==> src/rtl/pipeline_hazard_ctrl.sv <==
// Stall/flush sequencer for the 5-stage pipeline: load-use stalls, taken-branch
// flushes, data-memory wait freezes and a sticky memory-timeout error state.
module pipeline_hazard_ctrl #(
  parameter int REG_ADDR_W  = 4,
  parameter int MEM_TIMEOUT = 15,
  parameter int STALL_CNT_W = 16
) (
  input  logic                   clk,
  input  logic                   reset,
  input  logic [REG_ADDR_W-1:0]  id_rn,
  input  logic [REG_ADDR_W-1:0]  id_rm,
  input  logic                   id_rn_used,
  input  logic                   id_rm_used,
  input  logic [REG_ADDR_W-1:0]  ex_rd,
  input  logic                   ex_mem_read,
  input  logic                   ex_reg_write,
  input  logic                   ex_branch_taken,
  input  logic                   mem_req,
  input  logic                   mem_ready,
  output logic                   pc_en,
  output logic                   if_id_en,
  output logic                   id_ex_en,
  output logic                   ex_mem_en,
  output logic                   if_id_flush,
  output logic                   id_ex_flush,
  output logic                   mem_wb_bubble,
  output logic                   timeout_err,
  output logic [STALL_CNT_W-1:0] stall_count,
  output logic [1:0]             fsm_state
);

  localparam int WAIT_W = (MEM_TIMEOUT < 1) ? 1 : $clog2(MEM_TIMEOUT + 1);
  localparam logic [WAIT_W-1:0] WAIT_MAX = WAIT_W'(MEM_TIMEOUT);

  typedef enum logic [1:0] {
    ST_RUN   = 2'd0,
    ST_WAIT  = 2'd1,
    ST_ERROR = 2'd2
  } state_t;

  state_t            state, state_next;
  logic [WAIT_W-1:0] wait_cnt, wait_next;
  logic              freeze;
  logic              rn_hit, rm_hit;
  logic              load_use;

  // Memory handshake: mem_req marks an access in MEM; the access completes in
  // the cycle mem_ready is high. Any cycle with mem_req & !mem_ready freezes.
  assign freeze   = mem_req & ~mem_ready;
  assign rn_hit   = id_rn_used & (id_rn == ex_rd);
  assign rm_hit   = id_rm_used & (id_rm == ex_rd);
  assign load_use = ex_mem_read & ex_reg_write & (rn_hit | rm_hit);

  assign fsm_state = state;

  always_ff @(posedge clk) begin
    if (reset) begin
      state    <= ST_RUN;
      wait_cnt <= '0;
    end else begin
      state    <= state_next;
      wait_cnt <= wait_next;
    end
  end

  always_comb begin
    state_next = state;
    wait_next  = wait_cnt;
    case (state)
      ST_RUN: begin
        if (freeze) begin
          state_next = ST_WAIT;
          wait_next  = WAIT_W'(1);
        end
      end
      ST_WAIT: begin
        if (!mem_req || mem_ready) begin
          state_next = ST_RUN;
          wait_next  = '0;
        end else if (wait_cnt == WAIT_MAX) begin
          state_next = ST_ERROR;
        end else begin
          wait_next = wait_cnt + WAIT_W'(1);
        end
      end
      ST_ERROR: state_next = ST_ERROR;
      default: begin
        state_next = ST_RUN;
        wait_next  = '0;
      end
    endcase
  end

  // Priority: reset, error, freeze, branch, load-use, then defaults.
  always_comb begin
    pc_en         = 1'b1;
    if_id_en      = 1'b1;
    id_ex_en      = 1'b1;
    ex_mem_en     = 1'b1;
    if_id_flush   = 1'b0;
    id_ex_flush   = 1'b0;
    mem_wb_bubble = 1'b0;
    if (reset) begin
      pc_en         = 1'b0;
      if_id_en      = 1'b0;
      id_ex_en      = 1'b0;
      ex_mem_en     = 1'b0;
      if_id_flush   = 1'b1;
      id_ex_flush   = 1'b1;
      mem_wb_bubble = 1'b1;
    end else if (state == ST_ERROR || freeze) begin
      pc_en         = 1'b0;
      if_id_en      = 1'b0;
      id_ex_en      = 1'b0;
      ex_mem_en     = 1'b0;
      mem_wb_bubble = 1'b1;
    end else if (ex_branch_taken) begin
      if_id_flush = 1'b1;
      id_ex_flush = 1'b1;
    end else if (load_use) begin
      pc_en       = 1'b0;
      if_id_en    = 1'b0;
      id_ex_flush = 1'b1;
    end
  end

  always_ff @(posedge clk) begin
    if (reset) begin
      timeout_err <= 1'b0;
    end else if (state_next == ST_ERROR) begin
      timeout_err <= 1'b1;
    end
  end

  always_ff @(posedge clk) begin
    if (reset) begin
      stall_count <= '0;
    end else if (!pc_en && (stall_count != {STALL_CNT_W{1'b1}})) begin
      stall_count <= stall_count + STALL_CNT_W'(1);
    end
  end

endmodule

==> config.mk <==
export PLATFORM = sky130hd
export DESIGN_NAME = pipeline_hazard_ctrl
export DESIGN_NICKNAME = d
export VERILOG_FILES = /design/src/rtl/pipeline_hazard_ctrl.sv
export SDC_FILE = /design/constraint.sdc
export NUM_CORES = 1
export LEC_CHECK = 0
export ABC_AREA = 1
export ABC_CLOCK_PERIOD_IN_PS = 1800
export CAP_MARGIN = 20
export CORE_MARGIN = 1
export CORE_UTILIZATION = 43
export CTS_BUF_LIST = sky130_fd_sc_hd__clkbuf_2
export DETAILED_ROUTE_END_ITERATION = 8
export PLACE_DENSITY = 0.78
export SYNTH_ARGS = -nofsm -noshare
export SYNTH_HDL_FRONTEND = slang
export SYNTH_SLANG_ARGS = --single-unit
==> constraint.sdc <==
create_clock -name clk -period 1.8 [get_ports clk]
set_input_delay 0.36 -clock clk [delete_from_list [all_inputs] [get_ports clk]]
set_output_delay 0.36 -clock clk [all_outputs]
set_load 0.02 [all_outputs]
==> metrics.log, run 1 <==
INFO  metric netlist_top_cells_count = nand2_1 (54), nand3_1 (27), nor2_1 (25)
INFO  metric fin_worst_skew = 16.76 ps
INFO  metric worst_slack = 92.89 ps
INFO  metric maxSlewHeadroom = 0.7667
INFO  metric postSynthNetCount = around 250
INFO  metric initial_core_util = 0.4481
INFO  metric gp_routability_congestion = 0.7963
INFO  metric final_layout_size_suffix_gt1_frac = 0.2483
INFO  metric setup.worst_path.start_class = input pin
INFO  metric post-synth-top-area-fraction = 0.3079
INFO  metric timing_worst_setup_path_type = in2out
INFO  metric first_iter_violations = 79
INFO  metric final_design_area_no_fill = 2186 um2
INFO  metric average_wire_length_per_cell_after_detail_routing = approximately 11 um
INFO  metric synth.cell_area = 1495 um2
INFO  metric minimum_period_implied_by_the_final_worst_setup_slack = 1707 ps
INFO  metric yosysSeqAreaShare = 0.3079
INFO  metric max-clock-path-buffers = 2
INFO  metric r2r-start = stall_count[1]
INFO  metric ys_ff_latch = 23
INFO  metric fillerInstances = 328
INFO  metric floorplan.io_pins = 47
INFO  metric avgSynthCellArea = ~6.7 um2
INFO  metric post_layout_nets = 314
INFO  metric drc = 0
INFO  metric area_growth = 46.19%
INFO  metric place.port_buffers = 46
INFO  metric synth_enable_flop_cells = 0
INFO  metric postPlaceCellArea = 2147 um2
INFO  metric std_cell_rows = 21
INFO  metric synth_top_cell_by_area = dfxtp_1
INFO  metric timing.critical_path.to = id_ex_flush
INFO  metric synthArstFlopShare = 0
INFO  metric timing_worst_slew_pin_value = ~340 ps
INFO  metric power_leakage = 1.061 nW
INFO  metric globalRouteTotalUtil = 0.2058
INFO  metric timing.final.setup_violations = 0
INFO  metric storage_element_area = 467.9 um2
INFO  metric reg2reg_setup_slack = around 110 ps
INFO  metric worst_skew_pair.late_latency = about 330 ps
INFO  metric first_global_vias = 1,325
INFO  metric cts.hold.buffers_added = 0
INFO  metric fin_hold_ws = 458.5 ps
INFO  metric count_of_vias_placed_by_the_detailed_router = 1,608
INFO  metric dieHeight = ~61 um
INFO  metric synth.top_cells.by_area = dfxtp_1 (31%), nand2_1 (14%), nand3_1 (9.0%)
INFO  metric cts.htree.levels = 1
INFO  metric dp_hpwl = 2744 um
INFO  metric grt_pass1_wl = about 5700 um
INFO  metric timing.final.hold_violations = 0
INFO  metric cts.root.buffer_cell = clkbuf_2
INFO  metric overflow = 0
INFO  metric finalSetupTns = 0 ps
INFO  metric slew_viol_final = 0
INFO  metric arrival_time_of_the_worst_setup_path = 1350 ps
INFO  metric post_detailed_route_via_to_cell_ratio = 4.786
INFO  metric post-place-ws = -666.5 ps
INFO  metric cap_viol_max_count = 0
INFO  metric ir_drop = 256.9 uV
INFO  metric worst_setup_path_end_kind = primary output
INFO  metric tritoncts_clock_tree = yes
INFO  metric antenna-diode-count = 0
INFO  metric required = 1440 ps
INFO  metric outcome = finished clean
INFO  metric ant_nets = 0
INFO  metric synthesis_warnings = 0
INFO  metric number_of_buffers_inserted_during_clock_tree_synthesis = 3
INFO  metric min_path_type = reg2reg
INFO  metric synthMostInstantiatedCell = nand2_1
INFO  metric floorplan.core_area = between 3000 and 4000 um2
INFO  metric synth_cell_types = 28
INFO  metric antenna_found_initial = 0
INFO  metric dieWidth = 60.97 um
INFO  metric setup.worst_path.start = id_rm[2]
INFO  metric power_density = 432.7 nW/um2
INFO  metric timing.final.crit_share = 0.9484
INFO  metric drt-pass1-iter-count = 4
INFO  metric worstPathMaxFanout = 2
INFO  metric grt_start_max_net_pins = 20
INFO  metric clk_pin_slew = 230 ps
INFO  metric drt_total_wl = between 3000 and 4000 um
INFO  metric reg2regPathDepth = 9
INFO  metric syn-instance-count = ~220
INFO  metric multi_input_area = 929.6 um2
INFO  metric worst_r2r_endpoint = stall_count[15]
INFO  metric number_of_sinks_driven_by_the_clock_tree = 23
INFO  metric design.die.area = 3717 um2
INFO  metric achievable_clock_frequency = 0.5858 GHz
INFO  metric dominantRegCellSynth = dfxtp_1
## logic make-up (layout without fill, tap and decap cells)
| group | Yosys count | in the layout | share of synthesized area |
|---|---|---|---|
| compound gates | 30 | 30 | 0.1255 |
| simple gates | 121 | 121 | 0.3715 |
| flops | 23 | 23 | 0.3079 |
| xor+xnor | 13 | 13 | 0.07615 |
| fa+ha+maj | 2 | 2 | 0.01673 |
| buf+inv | 35 | 101 | 0.1021 |
## state kept, by name, indices dropped and copies added (netlist names)
register and cells:
fsm_state 2, stall_count 16, timeout_err 1, wait_cnt 4
## worst max-delay path, stage by stage
cell,delay (ps)
dlygate4sd2_1,240
nor2_1,100
nor2_1,50
nor2_1,90
nand3_1,70
nand2_1,90
a21oi_1,70
o21ai_1,100
buf_2,170
## final cells by class
class,instances,area share
timing repair buffer,70,0.2788
clock buffer,3,0.006869
inverter,27,0.04637
multi-input combinational,166,0.4253
clock inverter,1,0.002290
sequential,23,0.2141
tap,46,0.02633
## what timing repair did
action,in CTS,in global routing
resized for setup,70,21
buffers inserted,1,2
pin swaps,14,11
endpoints found under the setup margin,29,29
## worst min-delay path by stage
stage                  from            to  slack (ps)  cells after the start
3_5_place_dp    timeout_err   timeout_err         450                      2
6_report       fsm_state[1]  fsm_state[0]         460                      1
2_1_floorplan   wait_cnt[1]   wait_cnt[1]         460                      2
4_1_cts         timeout_err   timeout_err         490                      2
3_3_place_gp    timeout_err   timeout_err         440                      2
5_1_grt           mem_ready  fsm_state[0]         480                      6
## routing by layer
metal | global-route usage | vias up | share of wire
li1 | - | 858 | -
met1 | 0.2680 | 706 | 0.48
met2 | 0.3454 | 38 | 0.46
met3 | 0.03412 | 6 | 0.048
met4 | 0.06818 | 0 | 0.013
met5 | 0 | - | 0
## through the flow
stage,util,instances,power (W)
after detailed placement,0.6434,329,0.0007565
after global placement,0.6434,329,0.0007528
after CTS,0.6412,334,0.0009559
after global routing,0.6550,336,0.0009990
final,0.6550,336,0.0009459
after floorplan,-,224,0.0006457
## layout by cell type (no fill, tap or decap), types with 4 or more instances in the layout
master,n
a21oi_1,10
a21oi_2,10
buf_2,4
buf_4,22
buf_6,4
clkbuf_2,6
clkdlybuf4s50_1,7
dfxtp_1,17
dfxtp_2,6
dlygate4sd2_1,23
dlymetal6s2s_1,5
inv_1,21
inv_2,5
nand2_1,53
nand3_1,26
nor2_1,23
o21ai_0,4
xnor2_1,6
xor2_1,7
## power by group
part / internal, W / switching (W)
Sequential: 0.000519 / 0.00000692
Clock: 0.0000503 / 0.000156
Combinational: 0.0000987 / 0.000114
Total: 0.000668 / 0.000277
Note: power is estimated with default switching activity, not from simulation.
==> run 2, diff against run 1 <==
==> constraint.sdc (replaced) <==
create_clock -name clk -period 1.8 [get_ports clk]
set_input_delay 0.36 -clock clk [delete_from_list [all_inputs] [get_ports clk]]
set_output_delay 0.36 -clock clk [all_outputs]
set_load 0.1 [all_outputs]
==> run 2 against run 1 <==
The run now ends with design-rule violations left. Wire length rose by 11%. Sequential power barely moved. Worst hold slack improved by 55 ps. Total power rose by 20%. Largest cell class unchanged. Core utilization rose by 12 points. Via count rose by 2.1%. First-iteration DRC count fell by 28%. Die area did not move. Sequential share of layout area fell by 2.0 points. Maximum frequency fell by 2.8%.
==> metrics.log, run 2 (synthesized netlist as in run 1, its figures left out) <==
INFO  metric outcome = finished with violations
INFO  metric failed_checks = design-rule violations
INFO  metric first_iter_violations = 57 (-28%)
INFO  metric fin_hold_ws = 513.4 ps (+54.94 ps)
INFO  metric post_layout_nets = 315 (+0.32%)
INFO  metric power_density = 436.4 nW/um2 (+0.86%)
INFO  metric globalRouteTotalUtil = 0.2256 (+0.01987)
INFO  metric top_register = stall_count
INFO  metric power_switching = 0.0003959 W (+43%)
INFO  metric multi_input_area = 978.4 um2 (+5.2%)
INFO  metric cts.root.buffer_cell = clkbuf_2
INFO  metric final_cell_mix = nand2_1 (48), nand3_1 (26), buf_4 (26)
INFO  metric drt-pass1-iter-count = 6 (+2)
INFO  metric p_seq_frac = 0.465 (-0.091)
INFO  metric initial_core_util = 0.4481 (unchanged)
INFO  metric ant_nets = 0 (unchanged)
INFO  metric ir_drop = 247.2 uV (-3.8%)
INFO  metric floorplan.core_area = 3337 um2 (unchanged)
INFO  metric number_of_cells_on_the_worst_hold_path = 3 (+2)
INFO  metric timing.final.crit_share = 0.9756 (+0.02724)
INFO  metric swShare = 0.3499 (+0.05661)
INFO  metric worst_skew_pair.late_latency = 320 ps (about the same)
INFO  metric antenna_found_initial = 0 (unchanged)
INFO  metric fin_worst_skew = 2.419 ps (-14.34 ps)
INFO  metric achievable_clock_frequency = 0.5694 GHz (-2.8%)
INFO  metric overflow = 0 (unchanged)
INFO  metric number_of_buffers_inserted_during_clock_tree_synthesis = 3 (unchanged)
INFO  metric clockPowerShare = 0.183 (-0.036)
INFO  metric timing_worst_setup_path_type = in2out
INFO  metric whs_endpoint = stall_count[14]
INFO  metric required = 1440 ps (about the same)
INFO  metric final_design_area_no_fill = 2592 um2 (+19%)
INFO  metric reg2regPathDepth = 9 (unchanged)
INFO  metric combPwrFrac = 0.352 (+0.127)
INFO  metric final_layout_size_suffix_gt1_frac = 0.4364 (+0.1882)
INFO  metric power_report.internal_total = 0.0007355 W (+10%)
INFO  metric clk_pin_slew = 210 ps (-20 ps)
INFO  metric design.die.area = 3717 um2 (unchanged)
INFO  metric timing_worst_slew_pin_value = 335.5 ps (-5.640 ps)
INFO  metric count_of_vias_placed_by_the_detailed_router = 1,641 (+2.1%)
INFO  metric power_leakage = 1.101 nW (+3.8%)
INFO  metric gp_routability_congestion = 0.8487 (+6.6%)
INFO  metric area_growth = 73.39%
INFO  metric layout.cells.most_common = nand2_1
INFO  metric worst_r2r_endpoint = stall_count[3]
INFO  metric place.port_buffers = 46 (unchanged)
INFO  metric largest_register_ff_count = 16 (unchanged)
INFO  metric storage_element_area = 503.0 um2 (+7.5%)
INFO  metric number_of_sinks_driven_by_the_clock_tree = 23 (unchanged)
INFO  metric fillerInstances = 237 (-28%)
INFO  metric reg2reg_setup_slack = 120 ps (about the same)
INFO  metric max-clock-path-buffers = 2 (unchanged)
INFO  metric drt_total_wl = 3974 um (+11%)
INFO  metric average_wire_length_per_cell_after_detail_routing = 11.79 um (+10%)
INFO  metric worst_setup_path_end_kind = primary output
INFO  metric layout.core_utilization = 0.7769 (+0.1219)
INFO  metric tritoncts_clock_tree = yes
INFO  metric slew_viol_final = 0 (unchanged)
INFO  metric std_cell_rows = 21 (unchanged)
INFO  metric arrival_time_of_the_worst_setup_path = 1400 ps (+50 ps)
INFO  metric min_path_type = in2reg
INFO  metric dieHeight = 60.97 um (unchanged)
INFO  metric r2r-start = stall_count[0]
INFO  metric hold_start = reset
INFO  metric antenna-diode-count = 0 (unchanged)
INFO  metric drc = 2 (+2)
INFO  metric post_detailed_route_via_to_cell_ratio = 4.869 (+1.7%)
INFO  metric grt_setup_unrepaired = yes
INFO  metric maxSlewHeadroom = 0.7705 (+0.003858)
INFO  metric minimum_period_implied_by_the_final_worst_setup_slack = 1756 ps (+49.04 ps)
INFO  metric first_global_vias = 1,527 (+15%)
INFO  metric cts.htree.levels = 1 (unchanged)
INFO  metric timing.final.hold_violations = 0 (unchanged)
INFO  metric grt_start_max_net_pins = 15 (-25%)
INFO  metric postPlaceCellArea = 2496 um2 (+16%)
INFO  metric dp_hpwl = 3089 um (+13%)
INFO  metric grt_pass1_wl = 6320 um (+10%)
INFO  metric floorplan.io_pins = 47 (unchanged)
INFO  metric worstPathMaxFanout = 2 (unchanged)
INFO  metric dieWidth = 60.97 um (unchanged)
INFO  metric timing.final.setup_violations = 0 (unchanged)
INFO  metric setup.worst_path.start_class = input pin
INFO  metric cap_viol_max_count = 0 (unchanged)
==> run 2: area by class of cell <==
type / instances / area share
Clock buffer: 4 / 0.007722
Multi-Input combinational cell: 166 / 0.3774
Tap cell: 46 / 0.02220
Sequential cell: 23 / 0.1940
Timing Repair Buffer: 71 / 0.3523
Inverter: 27 / 0.04633
==> run 2: critical path: stages <==
cell and delay, ps:
clkdlybuf4s50_1 470, inv_1 60, buf_4 130, o21ai_2 180, buf_12 200
==> run 2: power by group through the flow <==
stage	logic (W)	clock network [W]	registers [W]
after floorplan	0.000192	0	0.000577
after global placement	0.000375	0	0.000537
after detailed placement	0.000383	0	0.000538
final	0.000398	0.000208	0.000526
after global routing	0.000420	0.000240	0.000528
after CTS	0.000383	0.000215	0.000527
==> run 2: worst max-delay path by stage <==
stage | startpoint | slack, ps | cells after the start | to
CTS | id_rn[0] | 5 | 12 | pc_en
global placement | ex_rd[0] | -310 | 12 | pc_en
finish | ex_branch_taken | 40 | 5 | if_id_flush
detailed placement | ex_rd[0] | -350 | 14 | stall_count[3]
floorplan | fsm_state[0] | -540 | 7 | pc_en
global route | fsm_state[1] | -20 | 7 | if_id_en
==> run 2: layer usage <==
layer	global-route usage	vias up	wire [um]	part of all wire
li1	-	856	-	-
met1	0.2824	736	1730	0.44
met2	0.3956	41	2033	0.51
met3	0.04264	8	157	0.040
met4	0.06169	0	53	0.013
met5	0	-	0	0
==> run 2: timing repair <==
action | 4_1_cts | 5_1_grt
endpoints found under the setup margin | 7 | 9
hold buffers | 0 | 0
buffers inserted | 3 | 3
resized for setup | 43 | 34
pin swaps | 21 | 23
==> run 2: stage by stage <==
step                setup slack, ps   power, W  TNS [ps]  cells
finish                        43.86   0.001131         0    337
global route                 -22.64   0.001188    -61.27    337
CTS                           5.477   0.001125         0    334
detailed placement           -350.7  0.0009212     -7044    327
global placement             -310.2  0.0009123     -5992    327
floorplan                    -539.2  0.0007694     -3262    224
